===== src/rtl/ps2_rx_frame_pkg.sv =====
// Shared types and helpers for the PS/2 device-to-host frame receiver.
package ps2_pkg;

  // Start + 8 data + parity + stop.
  localparam int FRAME_BITS = 11;
  // Bits captured after the start bit: 8 data, parity, stop.
  localparam int SHIFT_BITS = FRAME_BITS - 1;

  typedef enum logic [1:0] {
    IDLE  = 2'd0,
    SHIFT = 2'd1,
    CHECK = 2'd2
  } state_e;

  // PS/2 uses odd parity: data plus parity bit must hold an odd number of ones.
  function automatic logic odd_parity_ok(input logic [7:0] data, input logic parity);
    return ^{data, parity};
  endfunction

endpackage


===== src/rtl/ps2_rx_frame_fifo.sv =====
// First-word fall-through circular byte buffer for received PS/2 bytes.
// A push and a pop in the same cycle are both honoured, even when full.
module ps2_rx_fifo #(
  parameter int WIDTH = 8,
  parameter int DEPTH = 4
) (
  input  logic             clk,
  input  logic             reset_n,
  input  logic             push,
  input  logic [WIDTH-1:0] push_data,
  input  logic             pop,
  output logic [WIDTH-1:0] head_data,
  output logic             full,
  output logic             empty
);

  localparam int AW = $clog2(DEPTH);
  localparam int CW = $clog2(DEPTH + 1);

  logic [WIDTH-1:0] mem_q [DEPTH];
  logic [AW-1:0]    wr_ptr_q, wr_ptr_d;
  logic [AW-1:0]    rd_ptr_q, rd_ptr_d;
  logic [CW-1:0]    count_q, count_d;
  logic             do_push, do_pop;

  assign full    = (count_q == CW'(DEPTH));
  assign empty   = (count_q == '0);
  assign do_pop  = pop & ~empty;
  // When full, a push is only legal if the head leaves in the same cycle.
  assign do_push = push & (~full | do_pop);
  // Head is forced to zero while empty so the output never shows stale storage.
  assign head_data = empty ? '0 : mem_q[rd_ptr_q];

  // Next pointer and occupancy values.
  always_comb begin
    // NOTE: every signal gets a default before any branch so no latch is inferred.
    wr_ptr_d = wr_ptr_q;
    rd_ptr_d = rd_ptr_q;
    count_d  = count_q;
    if (do_push) wr_ptr_d = wr_ptr_q + AW'(1);
    if (do_pop)  rd_ptr_d = rd_ptr_q + AW'(1);
    case ({do_push, do_pop})
      2'b10:   count_d = count_q + CW'(1);
      2'b01:   count_d = count_q - CW'(1);
      default: count_d = count_q;
    endcase
  end

  // Pointer and occupancy registers.
  always_ff @(posedge clk or negedge reset_n) begin
    // NOTE: non-blocking assignments keep every flop updating from pre-edge values.
    if (!reset_n) begin
      wr_ptr_q <= '0;
      rd_ptr_q <= '0;
      count_q  <= '0;
    end else begin
      wr_ptr_q <= wr_ptr_d;
      rd_ptr_q <= rd_ptr_d;
      count_q  <= count_d;
    end
  end

  // Byte storage write port.
  // NOTE: storage is deliberately not reset; the occupancy count makes old contents unreachable.
  always_ff @(posedge clk) begin
    if (do_push) mem_q[wr_ptr_q] <= push_data;
  end

endmodule


===== src/rtl/ps2_rx_frame.sv =====
// PS/2 device-to-host frame receiver: glitch-filters ps2c, deserialises
// start/8 data/odd parity/stop frames, validates them, aborts stalled frames
// with a watchdog and buffers good bytes in a valid/ready FIFO.
module ps2_rx_frame
  import ps2_pkg::*;
#(
  parameter int FILTER_LEN  = 8,
  parameter int FIFO_DEPTH  = 4,
  parameter int TIMEOUT_CYC = 5000
) (
  input  logic       clk,
  input  logic       reset_n,
  input  logic       ps2c,
  input  logic       ps2d,
  input  logic       rx_en,
  output logic [7:0] m_data,
  output logic       m_valid,
  input  logic       m_ready,
  output logic       busy,
  output logic       parity_err,
  output logic       frame_err,
  output logic       overrun,
  output logic       timeout_err
);

  localparam int CNT_W = $clog2(SHIFT_BITS);
  localparam int WD_W  = $clog2(TIMEOUT_CYC);

  logic [FILTER_LEN-1:0] filt_sh_q, filt_sh_d;
  logic                  f_reg_q, f_reg_d;
  logic                  f_next;
  logic                  fall;

  state_e                state_q, state_d;
  logic [CNT_W-1:0]      cnt_q, cnt_d;
  logic [WD_W-1:0]       wd_q, wd_d;
  logic [SHIFT_BITS-1:0] sh_q, sh_d;

  logic in_check, stop_ok, par_ok;
  logic fifo_push, fifo_pop, fifo_full, fifo_empty;

  // Glitch filter: the filtered level only moves once ps2c has been stable for FILTER_LEN samples.
  always_comb begin
    filt_sh_d = {filt_sh_q[FILTER_LEN-2:0], ps2c};
    if (&filt_sh_q)       f_next = 1'b1;
    else if (~|filt_sh_q) f_next = 1'b0;
    else                  f_next = f_reg_q;
    f_reg_d = f_next;
  end

  assign fall = f_reg_q & ~f_next;

  // Frame validation, evaluated only in the single CHECK cycle. Shift register
  // layout after 10 bits: [7:0] data LSB-first, [8] parity, [9] stop.
  assign in_check    = (state_q == CHECK);
  assign stop_ok     = sh_q[SHIFT_BITS-1];
  assign par_ok      = odd_parity_ok(sh_q[7:0], sh_q[8]);
  assign fifo_pop    = m_valid & m_ready;
  assign frame_err   = in_check & ~stop_ok;
  assign parity_err  = in_check & stop_ok & ~par_ok;
  // A full FIFO that is being drained this cycle still has room for the new byte.
  assign overrun     = in_check & stop_ok & par_ok & fifo_full & ~fifo_pop;
  assign fifo_push   = in_check & stop_ok & par_ok & (~fifo_full | fifo_pop);
  assign timeout_err = (state_q == SHIFT) & ~fall & (wd_q == WD_W'(TIMEOUT_CYC - 1));
  assign busy        = (state_q != IDLE);
  assign m_valid     = ~fifo_empty;

  // Receive FSM next-state, bit counter, watchdog and shift register.
  always_comb begin
    state_d = state_q;
    cnt_d   = cnt_q;
    wd_d    = wd_q;
    sh_d    = sh_q;
    unique case (state_q)
      IDLE: begin
        // A falling edge with ps2d high is a bad start bit and is silently ignored.
        if (fall && rx_en && !ps2d) begin
          cnt_d   = '0;
          wd_d    = '0;
          state_d = SHIFT;
        end
      end
      SHIFT: begin
        if (fall) begin
          sh_d  = {ps2d, sh_q[SHIFT_BITS-1:1]};
          wd_d  = '0;
          cnt_d = cnt_q + CNT_W'(1);
          if (cnt_q == CNT_W'(SHIFT_BITS - 1)) state_d = CHECK;
        end else if (timeout_err) begin
          // Partial frame is simply abandoned; the next start bit overwrites it.
          state_d = IDLE;
        end else begin
          wd_d = wd_q + WD_W'(1);
        end
      end
      CHECK:   state_d = IDLE;
      default: state_d = IDLE;
    endcase
  end

  // Filter, FSM and datapath registers.
  always_ff @(posedge clk or negedge reset_n) begin
    if (!reset_n) begin
      filt_sh_q <= '0;
      f_reg_q   <= 1'b0;
      state_q   <= IDLE;
      cnt_q     <= '0;
      wd_q      <= '0;
      sh_q      <= '0;
    end else begin
      filt_sh_q <= filt_sh_d;
      f_reg_q   <= f_reg_d;
      state_q   <= state_d;
      cnt_q     <= cnt_d;
      wd_q      <= wd_d;
      sh_q      <= sh_d;
    end
  end

  ps2_rx_fifo #(
    .WIDTH (8),
    .DEPTH (FIFO_DEPTH)
  ) u_fifo (
    .clk       (clk),
    .reset_n   (reset_n),
    .push      (fifo_push),
    .push_data (sh_q[7:0]),
    .pop       (fifo_pop),
    .head_data (m_data),
    .full      (fifo_full),
    .empty     (fifo_empty)
  );

endmodule


===== config.mk =====
export PLATFORM = sky130hd
export DESIGN_NAME = ps2_rx_frame
export DESIGN_NICKNAME = d
export VERILOG_FILES = /design/src/rtl/ps2_rx_frame_pkg.sv /design/src/rtl/ps2_rx_frame_fifo.sv /design/src/rtl/ps2_rx_frame.sv
export SDC_FILE = /design/constraint.sdc
export NUM_CORES = 1
export LEC_CHECK = 0
export CORE_MARGIN = 1.5
export CORE_UTILIZATION = 36
export CTS_BUF_LIST = sky130_fd_sc_hd__clkbuf_2
export CTS_CLUSTER_SIZE = 28
export DETAILED_ROUTE_END_ITERATION = 8
export PLACE_DENSITY = 0.63
export SYNTH_ARGS = -nofsm -noshare
export SYNTH_HDL_FRONTEND = slang
export SYNTH_SLANG_ARGS = --single-unit

===== constraint.sdc =====
create_clock -name clk -period 2.8 [get_ports clk]
set_input_delay 0.28 -clock clk [delete_from_list [all_inputs] [get_ports clk]]
set_output_delay 0.28 -clock clk [all_outputs]
set_load 0.01 [all_outputs]

-- Word-level counts from Yosys, hierarchy flattened
Memory sizes are Yosys's and may differ from the RTL's.
Index checks and enable logic that the tools add are counted.
- reduce and logical (&&, ||, !) cells: 15
- $add $sub $neg: 6
- bitwise gates (word level): 22
- mux-type cells: 18
- equal/unequal tests: 12
- operators by type and width (operator ; number):
    $mux 13 ; 3
    $pmux 13 s2 ; 1
    $add 13x1->13 const B ; 1
    $and 1x1->1 ; 13
    $eq 13x13->1 const B ; 1
    $reduce_and 3->1 ; 3
    $reduce_xor 9->1 ; 1
    $mux 2 ; 4
    $mux 4 ; 2
    $mux 8 ; 1
    $pmux 4 s2 ; 1
    $reduce_and 8->1 ; 1
    $reduce_or 8->1 ; 1
    $not 1->1 ; 7
    $ne 3x3->1 const B ; 2
    $pmux 3 s2 ; 1
    $reduce_bool 2->1 ; 3
    $add 2x1->2 const B ; 2
    $add 4x1->4 const B ; 1
    $eq 2x1->1 const B ; 2
    $eq 2x2->1 const B ; 2
    $eq 4x4->1 const B ; 1
    $mux 1 ; 4
    $ne 2x2->1 const B ; 2
    11 further kinds ; 13
- output and inout bits: 14
- memory bits (writable): 32
- memories kept: 1
- bits in registers: 45
- word-level logic and storage cells: 83
- input bits: 6
- memory list (name ; words ; bits a word ; rd ports ; clocked after memory_dff ; write ports ; line ; text):
    u_fifo.mem_q ; 4 ; 8 ; 1 ; 0 ; 1 ; ps2_rx_frame_fifo.sv:20 ; logic [WIDTH-1:0] mem_q [DEPTH];

-- Longest topological paths before layout
- depth in word-level cells: 11
- depth in mapped cells: 10
- depth with buffers taken out: 10

-- By module
From an unflattened synthesis, not the netlist that was laid out.
- cell total of the unflattened synthesis: 261
- area, all modules: 3512.1 sq um
- modules (own cells, without submodules) (module ; times used ; cells each ; area each (sq um) ; sequential area each (sq um)):
    ps2_rx_frame ; 1 ; 171 ; 1866.8 ; 950.9
    ps2_rx_fifo ; 1 ; 90 ; 1645.3 ; 1136.1

-- Worst setup path after synthesis
OpenSTA, ideal clock, no wires.
- path kind: register to register
- from: reg sh_q[1]
- to: reg u_fifo.count_q[2]
- path buffers: 0
- arrival: 2262 ps
- stages on the path, launching flop included: 11
- clock period less this slack: 2341 ps
- library setup time: 79 ps
- slack: 459 ps
- required time: 2721 ps
- path through: dfrtp_1 xnor2_1 xnor3_1 xnor2_1 nand3_2 ha_1 inv_1 fa_1 xor2_1 nor2_1 xor2_1
- word-level cells in the longest chain between the ends: 6
- elaborated cells between the ends (all ways): 8
- those cells by class: eq/ne (2); mux (1); bitwise (3); reduce/logical (2)
- ends and longest elaborated chain (element ; line ; text):
    from (decl) ; ps2_rx_frame.sv:37 ; logic [SHIFT_BITS-1:0] sh_q, sh_d;
    from (signal assigned) ; ps2_rx_frame.sv:109 ; sh_q <= '0;
    from (signal assigned) ; ps2_rx_frame.sv:116 ; sh_q <= sh_d;
    $reduce_xor 9->1 (*) ; ps2_rx_frame_pkg.sv:17 ; return ^{data, parity};
    $and 1x1->1 (*) (2 in a row) ; ps2_rx_frame.sv:63 ; assign fifo_push = in_check & stop_ok & par_ok & (~fifo_full | fifo_pop);
    $and 1x1->1 (*) ; ps2_rx_frame_fifo.sv:30 ; assign do_push = push & (~full | do_pop);
    $eq 2x1->1 or $eq 2x2->1 (tied branches) ; ps2_rx_frame_fifo.sv:42 ; case ({do_push, do_pop})
    $pmux 3 s2 or $reduce_bool 2->1 (tied branches) ; - ;
    to (signal assigned) ; ps2_rx_frame_fifo.sv:59 ; count_q <= count_d;
    to (decl) ; ps2_rx_frame_fifo.sv:23 ; logic [CW-1:0] count_q, count_d;
Every way passes the cells marked *; elsewhere a longest branch is shown, timed or not.
A chain may end at the register's enable or synchronous reset.

-- Worst setup path after layout
- from: reg sh_q[5]
- to: reg u_fifo.count_q[2]
Same word-level chain as after synthesis.

==> impl_results.md <==
* Fmax at between 0.3 and 0.4 GHz
* ANT nets after route at 0
* WL/cell at 14.03 um
* Die height at approximately 100 um
* Vias at 2132
* Clock Path Buffers at 2
* Starting DRT DRC Count at 60
* Clock Latency Late Sink at between 0.5 and 0.6 ns
* HPWL Detailed at 4049 um
* Clock sinks at 77
* Finished Layout Cells at about 440
* Power per cell area at ~650 nW/um2
* Largest area contributor in the netlist: dfrtp_1
* CP endpoint kind: register
* Via/cell ratio at between 4 and 5
* Commonest cells in the netlist: dfrtp_1 (45), edfxtp_1 (32), nand2_1 (19)
* Worst Tran Pin Value at approximately 1 ns
* Total grt overflow at 0
* Final hold slack at about 0.18 ns
* First-pass GRT wire length at approximately 11000 um
* Ys async rst share at 0.5844
* Most common cell in the synthesized netlist: dfrtp_1
* Unrepaired setup endpoints after global routing: no
* Setup TNS at 0 ns
* Row Count at 35
* Final hold violation count at 0
* P&R area growth vs syn at 17.14%
* Top_reg_cell synth: dfrtp_1
* N_diodes at 0
* CP max stage delay at ~0.48 ns
* Util after Layout at 0.4356
* Average size of a mapped cell at between 10 and 15 um2
* Largest net degree at the start of global routing at 46
* Total GRT Usage at 0.1385
* I/O Pins at 20
* Worst-path clk slew at 0.23 ns
* Final setup fails at 0
* Status: completed
* Layout cells sized above 1 at 0.2395
* EDFF count, synth at 32
* H-tree levels at 3
* Die Wd at roughly 100 um
* TritonCTS clock tree: yes
* Min-delay worst type: in -> reg
* Gpl congestion at 0.8404
* TritonCTS buffer count at 9
* Residual DRC at 0
* Initial cell density of the core at 0.3718
* Die ar. at 10190 um2
* Peak VDD IR at between 0.0002 and 0.0003 V
* DRT Pass-1 Iters at 4
* Top cell type's share of synthesized area at 0.3262
* Slowest cell on crit path: dfrtp_2
* Max-slew violation count at 0
* WP data arrival at ~3.1 ns
* Number of port buffers at 19
* Synth Net Count at about 280
* Vias in the first global route at about 2200
* Most numerous cell on the critical path: xor2_1
* LEAKAGE at approximately 1.7 nW
* Routed WL at approximately 6000 um
* Number of synthesized register bits at 77
* CP cell instances: xnor2_1 -> xnor3_1 -> xnor2_2 -> buf_4 -> nand3_2 -> ha_1 -> inv_1 -> fa_1 -> xor2_1 -> nor2_1 -> xor2_1
* Placed cells at 410
* Crit Path Max Fanout at 3
* Net count reported at finish at 319
* Buffers & Inverters on Critical Path at 2
* Total core area at roughly 9300 um2
* Root Driver: clkbuf_2
* Synthesized cell area at approximately 3500 um2
* Relative slew slack at 0.3357
* Post-synthesis sequential area ratio at 0.6046
* Tmin final at ~2.6 ns
* Critical path required time at between 3 and 4 ns
* Initial antenna violation count at 0
* Kind of cell adding the most delay to the critical path: XOR/XNOR gates
* Skew final at between 0.02 and 0.03 ns
* Max-cap violations at 0
* Top cells by area, synth: dfrtp_1 (33%), edfxtp_1 (28%), mux4_2 (5.2%)
* Synth Instances at between 200 and 300
* Final Cycle Share at 0.9209
* Synth Warn # at 0
* Library cells used by synthesis at 47
* Critical Path Source Type: register
* WS Path Type: reg -> reg
[final timing paths]
| check | startpoint | end | slack, ns | cells past startpoint |
|---|---|---|---|---|
| setup / recovery | sh_q[5] | u_fifo.count_q[2] | 0.22 | 11 |
| hold / removal | ps2c | filt_sh_q[0] | 0.18 | 1 |
| setup reg to reg | sh_q[5] | u_fifo.count_q[2] | 0.22 | 11 |
| hold reg to reg | filt_sh_q[5] | filt_sh_q[6] | 0.44 | 0 |
| max in group asynchronous | reset_n | sh_q[7] | 1.70 | 2 |
| min in group asynchronous | reset_n | u_fifo.rd_ptr_q[0] | 0.43 | 2 |
[logic make-up (layout without fill, tap and decap cells)]
kind of cell,Yosys count,count (layout),synth area share
adder cells (fa/ha/maj),9,9,0.03480
XOR/XNOR,16,16,0.04458
AND/OR/NAND/NOR,91,91,0.1446
buffers and inverters,19,67,0.02609
multiplexers,20,20,0.09097
AO/OA/AOI/OAI,29,29,0.05437
flip-flops,77,77,0.6046
[cell usage in the layout (no fill, tap or decap), drive strengths merged, types with 2 or more instances in the layout]
cell / netlist / final
nor3b: 3 / 3
a21oi: 6 / 6
nor2: 15 / 15
or3: 7 / 7
and3: 4 / 4
buf: 4 / 20
or4: 2 / 2
dlygate4sd2: 0 / 2
nand4: 4 / 4
or2b: 2 / 2
clkdlybuf4s50: 0 / 15
mux2: 11 / 11
or4b: 2 / 2
dfrtp: 45 / 45
clkinv: 0 / 2
nand3: 10 / 10
nor3: 6 / 6
clkinvlp: 0 / 2
xnor2: 9 / 9
mux4: 8 / 8
edfxtp: 32 / 32
o21ai: 9 / 9
and2: 9 / 9
o31ai: 5 / 5
nand2: 19 / 19
ha: 8 / 8
inv: 12 / 15
nor4: 4 / 4
clkbuf: 3 / 9
a211o: 2 / 2
a22o: 2 / 2
xor2: 6 / 6
[sequential cells by signal, summed over array words and instances, names as in the netlist]
name             cells
u_fifo.wr_ptr_q      2
u_fifo.mem_q        32
filt_sh_q            8
f_reg_q              1
u_fifo.count_q       3
wd_q                13
sh_q                10
u_fifo.rd_ptr_q      2
cnt_q                4
state_q              2
[through the flow]
step	worst slack, ns	instance area (um2)	total power [mW]
after floorplan	0.4591	3452	1.821
after global placement	0.2909	3814	2.034
after detailed placement	0.2323	3814	2.055
after CTS	0.04576	4026	2.632
after global routing	0.03889	4044	2.791
final	0.2215	4044	2.617
[where the power goes]
| part | leakage (nW) | switching (mW) | total (mW) | internal, mW |
|---|---|---|---|---|
| Sequential | 0.869 | 0.131 | 1.41 | 1.28 |
| Combinational | 0.759 | 0.288 | 0.649 | 0.362 |
| Clock | 0.0608 | 0.425 | 0.554 | 0.129 |
[repair_timing]
| item | CTS | global route |
|---|---|---|
| resized for setup | 12 | 1 |
| hold buffers | 1 | 0 |
| pin swaps | 3 | 1 |
| setup endpoints to repair | 7 | 5 |
| endpoints found under the hold margin | 45 | 0 |
| buffers inserted | 9 | 2 |
[routing by layer]
metal	global-route usage	vias to the layer above	wire length, um
met2	0.2432	36	3173
met5	0	-	0
li1	-	1046	-
met3	0.04785	10	226
met1	0.1583	1040	2650
met4	0.04487	0	94
[cell type report]
class	instances	area [um2]
Fill cell	881	5240
Clock inverter	7	57.56
Clock buffer	9	45.04
Tap cell	129	161.4
Multi-Input combinational cell	165	1303
Inverter	12	45.04
Sequential cell	77	2095
Timing Repair Buffer	39	337.8
Power figures use the tool's default switching activity.
==> variant 1, RTL diff (config.mk and constraints unchanged) <==
Encoding of `state_e`: now one-hot (3 bits for 3 states).
--- a/src/rtl/ps2_rx_frame_pkg.sv
+++ b/src/rtl/ps2_rx_frame_pkg.sv
@@ -7,8 +7,8 @@
   localparam int SHIFT_BITS = FRAME_BITS - 1;
 
-  typedef enum logic [1:0] {
-    IDLE  = 2'd0,
-    SHIFT = 2'd1,
-    CHECK = 2'd2
+  typedef enum logic [2:0] {
+    IDLE  = 3'b001,
+    SHIFT = 3'b010,
+    CHECK = 3'b100
   } state_e;
 
Behaviour: no difference found for any inputs over 10 cycles, from zero or initial values and one cycle with reset_n low; not proved beyond that.
==> variant 1 against the original RTL <==
  * Sequential cell count up 1
  * Non-clock buffer count down 7
  * Register-to-register slack better by 0.04 ns
  * Routed wire length up 1.2%
  * Clock skew down 0.0031 ns
  * Sequential share of layout area down 0.51 points
  * Setup slack better by 0.020 ns
  * Core utilization down 0.86 points
  * Cell area up 2.3%
  * Synthesized area up 3.2%
Power is not compared: it rests on default switching activity, and its combinational part moved more than twofold at a synthesized area within 25%.
==> variant 1: results (changes against the original RTL) <==
synth-compound-area-share: 0.0393  # was 0.0544
gp_congestion: 0.749  # was 0.840
use_met1: 0.166  # was 0.158
grt_use_total: 0.138  # was 0.139
grt_pass1_vias: 2190  # was 2,168
slowest_delay_ns: 0.52  # was 0.48 ns
critPathTopFamily: "buffers and inverters"  # was XOR/XNOR gates
inverters: 13  # was 12
wl_met1_um: 2810  # was 2650 um
drt_iter0_markers: 57  # was 60
grt_pass1_wl_um: 10800  # was 10,500 um
fillers: 897  # was 881
clock_skew_ns: 0.0228  # was 0.0259 ns
clockBufferCount: 10  # was 9
ctsResizeCount: 10  # was 12
seq_area_frac: 0.513  # was 0.518
wl_um: 6220  # was 6150 um
worstPathMaxFanout: 10  # was 3
status: "completed"  # unchanged
use_met2: 0.232  # was 0.243
yosys.cell_types.count: 46  # was 47
clkCellAreaFrac: 0.0290  # was 0.0254
worst_slew_pin_slew_ns: 1.03  # was 0.996 ns
grt_max_degree: 47  # was 46
syn_nets: 281  # was 276
clock_latency_ns: 0.52  # was 0.54 ns
cts_setup_buffers: 5  # was 9
crit_arrival_ns: 2.28  # was 3.05 ns
seq_area_frac_synth: 0.593  # was 0.605
num-nets-final: 317  # was 319
dpl_cell_area_um2: 3930  # was 3810 um^2
synth_common_cells: "dfrtp_1, edfxtp_1, nand2_1"  # unchanged
syn2layout_area_growth_pct: 16.0  # was 17.1%
n_all_buffers: 32  # was 39
synthTopCellsByArea: "dfrtp_1, edfxtp_1, mux4_2"  # unchanged
pre_cts_ws_ns: 0.192  # was 0.232 ns
synthMuxAreaShare: 0.0966  # was 0.0910
num_vias: 2099  # was 2,132
variant 1: cell count changes in the layout (fill, tap and decap cells not counted), moves of 3 or more:
cell	unedited run	this run
xnor2_1	7	10
buf_4	19	12
o31ai_1	5	0
mux2i_1	1	4
a21oi_1	6	3
nand2b_1	1	6
nor3b_1	3	0
variant 1: final timing paths:
check / cells past startpoint / from / end / slack (ns)
min in group asynchronous: 2 / reset_n / wd_q[8] / 0.44
min: 1 / ps2c / filt_sh_q[0] / 0.19
max reg2reg: 11 / sh_q[5] / u_fifo.count_q[2] / 0.26
max: 4 / u_fifo.rd_ptr_q[0] / m_data[1] / 0.24
max in group asynchronous: 2 / reset_n / sh_q[5] / 1.64
min reg2reg: 0 / filt_sh_q[0] / filt_sh_q[1] / 0.49
variant 1: stage by stage:
stage                     total power, mW  utilization  cells
after global placement               1.45        0.406    418
after floorplan                      1.41            -    266
final                                2.06        0.427    440
after CTS                            2.09        0.425    440
after global routing                 2.18        0.427    440
after detailed placement             1.46        0.406    418
==> variant 2, RTL diff (config.mk and constraints unchanged) <==
Without the edit above. Change the parameter `FIFO_DEPTH` from 4 to 2.
--- a/src/rtl/ps2_rx_frame.sv
+++ b/src/rtl/ps2_rx_frame.sv
@@ -6,5 +6,5 @@
 #(
   parameter int FILTER_LEN  = 8,
-  parameter int FIFO_DEPTH  = 4,
+  parameter int FIFO_DEPTH  = 2,
   parameter int TIMEOUT_CYC = 5000
 ) (
Function: same outputs for any inputs over 10 cycles, from zero or initial values and one cycle with reset_n low; that may be too few to reach the edited logic, so the function may still have changed.
==> variant 2 against the original RTL <==
  * Global-route usage down 0.82 points
  * Setup slack worse by 0.056 ns
  * Die area down 24%
  * Highest routed layer unchanged
  * Routed wire length down 27%
  * Critical endpoint is now parity_err
  * Synthesized area down 24%
  * Cell area down 23%
  * Sequential cell count down 19
  * Count of clock-buffer cells in the layout unchanged
  * Clock skew down 0.0028 ns
  * Worst hold slack better by 0.060 ns
  * Synthesized cell count down 17%
Power is not compared: it rests on default switching activity, and its combinational part moved more than twofold at a synthesized area within 25%.
==> variant 2: results (changes against the original RTL) <==
grt_pass1_wl_um: 7690  # was 10,500 um
seq_area_um2: 1530  # was 2090 um^2
clkTransAtPathRegs_ns: 0.17  # was 0.23 ns
die_w_um: 88.3  # was 101 um
multi_input_area_um2: 1030  # was 1300 um^2
wl_met1_um: 2090  # was 2650 um
yosys.cell_types.count: 43  # was 47
max_freq_ghz: 0.380  # was 0.388 GHz
num_vias: 1716  # was 2,132
final_cells: 351  # was 438
cpMaxStageDelayCell: "clkdlybuf4s50_1"  # was dfrtp_2
reg2reg_from: "wd_q[0]"  # was sh_q[5]
clock-sinks: 58  # was 77
crit_end: "parity_err"  # was u_fifo.count_q[2]
seq_area_frac_synth: 0.585  # was 0.605
whs_ns: 0.239  # was 0.179 ns
status: "completed"  # unchanged
hpwl_um: 3080  # was 4050 um
crit_path_start: "sh_q[1]"  # was sh_q[5]
met3_usage: 0.0289  # was 0.0479
slowest_delay_ns: 0.54  # was 0.48 ns
post_route_cells_drive_above_1_share: 0.137  # was 0.239
pre_cts_ws_ns: 0.489  # was 0.232 ns
route.met3.wl_um: 165  # was 226 um
place_inst: 330  # was 410
r2r_end: "wd_q[10]"  # was u_fifo.count_q[2]
worst_slew_pin_slew_ns: 0.930  # was 0.996 ns
r2r_slack_ns: 0.44  # was 0.22 ns
async_flop_share: 0.724  # was 0.584
n_all_buffers: 29  # was 39
clkCellAreaFrac: 0.0395  # was 0.0254
syn_nets: 226  # was 276
grt_use_total: 0.130  # was 0.139
wl_per_cell_um: 12.9  # was 14.0 um
clock_latency_ns: 0.47  # was 0.54 ns
synth-edff-count: 16  # was 32
grt_max_degree: 43  # was 46
gp_congestion: 0.803  # was 0.840
==> variant 2: cell types whose count changed in the layout (fill, tap and decap cells not counted), sizes merged, moves of 5 or more <==
cell	unedited run	this run
o21ai	9	4
or3	7	2
and2	9	0
mux4	8	0
edfxtp	32	16
xnor2	9	15
buf	20	10
nor2	15	23
nand2	19	13
mux2i	1	9
==> variant 2: repair_timing <==
action / in CTS / in global routing
endpoints found under the hold margin: 42 / 0
resized for setup: 1 / 3
pin swaps: 1 / 2
setup buffers: 1 / 3
endpoints found under the setup margin: 2 / 2
hold buffers: 1 / 0
==> variant 2: kinds of logic after synthesis <==
logic type               Yosys count  synth area share
AND/OR/NAND/NOR                   75             0.154
flip-flops                        58             0.585
AO/OA/AOI/OAI                     26            0.0703
XOR/XNOR                          19            0.0689
multiplexers                      19            0.0775
buffers and inverters             15            0.0253
adder cells (fa/ha/maj)            4            0.0191
